$ cat src/rtl/rram_readout.sv
// Read-back sequencer for the RRAM array: sweeps each row, samples the sense amps and scores
// every row against a captured query, streaming records and tracking the best-matching row.
module rram_readout #(
  parameter int N_ROWS  = 12,
  parameter int N_COLS  = 12,
  parameter int SETTLE  = 4,
  parameter int ROW_W   = 4,
  parameter int SCORE_W = 4
) (
  input  logic               clk,
  input  logic               reset,
  input  logic               start,
  input  logic [N_COLS-1:0]  query,
  input  logic [N_COLS-1:0]  sense,
  output logic               rd_en,
  output logic [N_ROWS-1:0]  rd_wl,
  output logic               out_valid,
  input  logic               out_ready,
  output logic [ROW_W-1:0]   out_row,
  output logic [N_COLS-1:0]  out_data,
  output logic [SCORE_W-1:0] out_score,
  output logic [ROW_W-1:0]   best_label,
  output logic [SCORE_W-1:0] best_score,
  output logic               done,
  output logic               busy
);

  localparam int CNT_W = (SETTLE > 1) ? $clog2(SETTLE) : 1;

  typedef enum logic [1:0] {IDLE, DRIVE, STREAM, DONE} state_t;

  state_t             state, next_state;
  logic [ROW_W-1:0]   row;
  logic [CNT_W-1:0]   settle_cnt;
  logic [N_COLS-1:0]  q_reg;
  logic [SCORE_W-1:0] match_score;
  logic               last_settle, last_row;

  assign last_settle = (settle_cnt == CNT_W'(SETTLE - 1));
  assign last_row    = (row == ROW_W'(N_ROWS - 1));

  function automatic logic [SCORE_W-1:0] popcount(input logic [N_COLS-1:0] v);
    logic [SCORE_W-1:0] cnt;
    cnt = '0;
    for (int i = 0; i < N_COLS; i++) cnt = cnt + SCORE_W'(v[i]);
    return cnt;
  endfunction

  assign match_score = popcount(~(sense ^ q_reg));

  always_ff @(posedge clk or negedge reset) begin
    if (!reset) state <= IDLE;
    else        state <= next_state;
  end

  // Control outputs are decoded from state so a reset drops them without waiting for a clock.
  always_comb begin
    next_state = state;
    rd_en      = 1'b0;
    out_valid  = 1'b0;
    done       = 1'b0;
    busy       = 1'b1;
    case (state)
      IDLE: begin
        busy = 1'b0;
        if (start) next_state = DRIVE;
      end
      DRIVE: begin
        rd_en = 1'b1;
        if (last_settle) next_state = STREAM;
      end
      STREAM: begin
        out_valid = 1'b1;
        if (out_ready) next_state = last_row ? DONE : DRIVE;
      end
      DONE: begin
        done       = 1'b1;
        next_state = IDLE;
      end
      default: next_state = IDLE;
    endcase
  end

  always_comb begin
    rd_wl = '0;
    for (int i = 0; i < N_ROWS; i++) rd_wl[i] = rd_en && (row == ROW_W'(i));
  end

  // Row 0 always seeds the best; later rows replace it only on a strictly higher score.
  always_ff @(posedge clk or negedge reset) begin
    if (!reset) begin
      row        <= '0;
      settle_cnt <= '0;
      q_reg      <= '0;
      out_row    <= '0;
      out_data   <= '0;
      out_score  <= '0;
      best_label <= '0;
      best_score <= '0;
    end else begin
      case (state)
        IDLE: begin
          if (start) begin
            q_reg      <= query;
            row        <= '0;
            settle_cnt <= '0;
          end
        end
        DRIVE: begin
          if (last_settle) begin
            settle_cnt <= '0;
            out_data   <= sense;
            out_score  <= match_score;
            out_row    <= row;
          end else begin
            settle_cnt <= settle_cnt + CNT_W'(1);
          end
        end
        STREAM: begin
          if (out_ready) begin
            if (out_row == '0 || out_score > best_score) begin
              best_label <= out_row;
              best_score <= out_score;
            end
            if (!last_row) row <= row + ROW_W'(1);
          end
        end
        default: ;
      endcase
    end
  end

endmodule

$ cat config.mk
export PLATFORM = sky130hd
export DESIGN_NAME = rram_readout
export DESIGN_NICKNAME = d
export VERILOG_FILES = /design/src/rtl/rram_readout.sv
export SDC_FILE = /design/constraint.sdc
export NUM_CORES = 1
export LEC_CHECK = 0
export CAP_MARGIN = 40
export CORE_MARGIN = 2
export CORE_UTILIZATION = 51
export DETAILED_ROUTE_END_ITERATION = 7
export HOLD_SLACK_MARGIN = 0.1
export PLACE_DENSITY_LB_ADDON = 0.3
export SLEW_MARGIN = 20
export SYNTH_ARGS = -nofsm -noshare
export SYNTH_HDL_FRONTEND = slang
export SYNTH_SLANG_ARGS = --single-unit
$ cat constraint.sdc
create_clock -name clk -period 7.6 [get_ports clk]
set_clock_uncertainty 0.2 [all_clocks]
set_input_delay 1.14 -clock clk [delete_from_list [all_inputs] [get_ports clk]]
set_output_delay 1.14 -clock clk [all_outputs]
set_load 0.05 [all_outputs]
# [Word-level counts from Yosys, hierarchy flattened]
# Index checks and enable logic that the tools add are counted.
[word_totals] regBits=48 elab_cells=84 out_inout_bits=44 input_bits=28
[op_classes] order_cmp=1 addsub=13 mux=16 bitwise_logic=2 n_eq_ne=19 n_reduce_logical=24
[ops] operator="$add 4x1->4" count=8
[ops] operator="$eq 4x3->1 const B" count=4
[ops] operator="$eq 4x4->1 const B" count=4
[ops] operator="$logic_and 1x1->1" count=12
[ops] operator="$mux 2" count=6
[ops] operator="$mux 4" count=3
[ops] operator="$not 12->12" count=1
[ops] operator="$xor 12x12->12" count=1
[ops] operator="$eq 4x2->1 const B" count=2
[ops] operator="$logic_not 4->1" count=2
[ops] operator="$ne 2x2->1 const B" count=4
[ops] operator="$pmux 2 s4" count=1
[ops] operator="$pmux 4 s2" count=1
[ops] operator="$eq 2x2->1 const B" count=3
[ops] operator="$reduce_and 2->1" count=3
[ops] operator="$reduce_and 3->1" count=2
[ops] operator="$add 3x1->4" count=1
[ops] operator="$add 4x1->4 const B" count=1
[ops] operator="$eq 4x1->1 const B" count=1
[ops] operator="$gt 4x4->1" count=1
[ops] operator="$mux 1" count=4
[ops] operator="$pmux 2 s2" count=1
[ops] operator="$reduce_and 4->1" count=1
[ops] operator="$reduce_bool 2->1" count=2
[ops] operator="other kinds (6)" count=6

# [Depth between registers and ports, before layout]
[depth] ltp_word=13 mapped_depth=11 depth_no_buf=11

# [Worst setup path before layout]
# Ideal clock, no wire load.
[synth_path] path_type="input to register" from="in sense[0]" to="reg out_score[2]" setup_ns=0.083 required_time_ns=7.317 arrival_time_ns=4.235 slack_ns=3.082 stages=11 n_path_buf=0 cell_sequence="xor2_1 -> fa_1 -> fa_1 -> fa_1 -> inv_1 -> fa_1 -> ha_1 -> inv_1 -> fa_1 -> xor2_1 -> o21ai_0"
[synth_via] elab_chain_cells=13
[synth_lines] element="start, declared" line="14" source="input logic [N_COLS-1:0] sense,"
[synth_lines] element="$xor 12x12->12" line="49" source="assign match_score = popcount(~(sense ^ q_reg));"
[synth_lines] element="$not 12->12" line="49"
[synth_lines] element="$add 1x1->2" line="45" source="for (int i = 0; i < N_COLS; i++) cnt = cnt + SCORE_W'(v[i]);"
[synth_lines] element="$add 2x1->3" line="45"
[synth_lines] element="$add 3x1->4" line="45"
[synth_lines] element="$add 4x1->4 (8 in series)" line="45"
[synth_lines] element="end signal, assigned" line="113" source="out_score <= match_score;"
[synth_lines] element="end, declared" line="21" source="output logic [SCORE_W-1:0] out_score,"
# No other way between the ends.
# A chain may end at the register's enable or synchronous reset.

# [Worst setup path after layout]
[layout_path] from="in sense[1]" to="reg out_score[2]"
# Same word-level chain as after synthesis.

==> qor.csv <==
stage,metric,value,unit
synth,ys async rst share,100.0,%
clock_network,Clock Tree Root,clkbuf_8,
timing,fmax,204.4,MHz
critical_path,Critical Path End Type,register,
synth,yosys warns,0,
timing,min Tclk post-route,4.891,ns
timing,Rel. slew slack,56.33,%
worst_hold_path,Hold Path Class,reg -> reg,
floorplanning,DIE WIDTH,74.03,um
timing,setup violators final,0,
timing,RSZ-0062 raised after global routing,false,
routing,Routed WL per cell,13.34,um
finish,most frequent cells in the layout,"70 x clkdlybuf4s50_1, 48 x dfrtp_1, 35 x mux2_2",
synth,"Top FF cell, synth",dfrtp_1,
finish,"commonest non-fill, non-tap cell in the layout",clkdlybuf4s50_1,
global_route,initial antenna violation count,0,
placed_design,post-DP HPWL,3610,um
synth,synth top area cells,"dfrtp_1 48%, mux2_2 16%, ha_1 6.5%",
global_route,grt ovf,0,
synth,Cell variety after synth,38,
timing,Slew @ Worst Pin,0.6550,ns
clock_network,post-cts gate resize count,0,
placed_design,IO buf count,71,
clock_network,Clock Pin Slew Worst Setup and Hold Paths,0.08,ns
synth,number of flops mapped to enable cells by yosys,0,
timing,TNS Setup,0,ns
clock_network,TritonCTS clock tree,yes,
routing,First-pass DRT Iterations,4,
finish,FF/Latch Area,1201,um2
critical_path,crit-path max FO,2,
floorplanning,row cnt,25,
synth,Seq cells post-synth,48,
synth,register area share after synthesis,48.02,%
synth,Mapped Area,2501,um2
critical_path,critical path required time,7.61,ns
synth,Post-Syn Nets,250,
finish,Antenna Cells,0,
global_route,first-pass GRT wire length,8100,um
synth,top cell type's share of synthesized area,48.02,%
routing,detailed-route wire length,4617,um
timing,fin crit share,64.36,%
critical_path,crit path kind,in -> reg,
floorplanning,Initial Util,52.95,%
clock_network,Max Root-Sink Buffers,2,
critical_path,CP arrival,4.90,ns
synth,cells after synthesis,202,
floorplanning,full die area,5480,um2
global_route,largest net degree at the start of global routing,29,
routing,DR vias/cell,5.012,
finish,ratio of cells with drive above 1 in the final layout,17.92,%
timing,Final Max Slew Viols,0,
clock_network,# H-tree levels,2,
routing,Vias,1734,
finish,Fill cells,361,
timing,Fin. Hold Viols,0,
clock_network,Post-CTS Hold Fix Bufs,0,
placed_design,final RePlAce weighted congestion,0.8004,
routing,DR iter-0 viols,42,
global_route,number of global-route vias before repair,1802,
routing,Final ANT Viol Nets,0,
floorplanning,# IOs,72,
finish,area grow syn2layout,35.97,%
synth,cell taking the most area after synthesis,dfrtp_1,
status,run status,completed,
clock_network,Clock Latency Late Sink,0.29,ns
floorplanning,Die Y,74.03,um
finish,area of the multi-input gates,1217,um2
job,Max Cap Viol,0,
routing,Remaining DRCs,0,
finish,nets,326,
synth,synthesized area per cell,12.38,um2
critical_path,crit start category,input pin,
floorplanning,core area,4723,um2
clock_network,CTS sink cnt,48,
global_route,gr usage total,19.49,%
clock_network,post-CTS setup buffers,0,
clock_network,cts bufs inserted,5,
## metrics by stage
step | util, % | hold slack [ns] | setup slack, ns | cell area [um2] | instances
floorplan | - | 0.3011 | 3.082 | 2501 | 202
global placement | 69.19 | 0.2874 | 2.510 | 3268 | 336
detailed placement | 69.77 | 0.2940 | 2.394 | 3296 | 337
CTS | 71.68 | 0.3109 | 2.670 | 3386 | 345
global route | 72.00 | 0.3209 | 2.520 | 3401 | 346
finish | 72.00 | 0.3077 | 2.709 | 3401 | 346
## final cells by class
type	instances	share of cell area, %
Multi-Input combinational cell	134	35.80
Inverter	16	1.766
Timing Repair Buffer	73	22.00
Sequential cell	48	35.32
Tap cell	67	2.465
Clock buffer	8	2.649
## worst max-delay path: stages
cell and delay (ns):
clkdlybuf4s50_1 0.49, xor2_1 0.21, fa_1 0.47, fa_1 0.52
fa_1 0.55, inv_1 0.06, fa_1 0.56, ha_1 0.18
inv_1 0.06, fa_1 0.37, xor2_1 0.15, o21ai_0 0.15
## Yosys cell counts (all sizes together) (7+ instances only)
cell,n
mux2,35
ha,13
nand2,14
and2,12
fa,7
xor2,11
inv,16
dfrtp,48
o21ai,10
## per-layer routing
layer | vias to the layer above | routed length (um) | part of all wire, % | track usage (%)
met1 | 836 | 1930 | 42 | 23.73
met2 | 58 | 2300 | 50 | 32.34
met5 | - | 0 | 0 | 0
met4 | 0 | 46 | 1.0 | 6.465
met3 | 4 | 339 | 7.3 | 7.046
li1 | 836 | - | - | -
## path summary, 6_finish.rpt
kind | start | slack (ns) | cells past startpoint | end
worst max-delay path | sense[1] | 2.71 | 12 | out_score[2]
max in group asynchronous | reset | 6.01 | 2 | out_data[10]
min in group asynchronous | reset | 0.67 | 1 | out_row[1]
worst min-delay path | out_data[11] | 0.31 | 1 | out_data[11]
worst max register to register | q_reg[5] | 3.63 | 11 | out_score[2]
worst min register to register | out_data[11] | 0.31 | 1 | out_data[11]
## cell families after synthesis
logic type	after synthesis	synth area share, %
xor gates and xnor gates	14	4.903
buffers and inverters	20	3.301
DFF	48	48.02
adders and majority gates	20	12.11
muxes	36	16.16
and+or+nand+nor	44	10.11
AOI/OAI and AO/OA	20	5.403
Power is not shown: default switching activity piles up to over one toggle a cycle in this logic, so the estimate is an artifact.
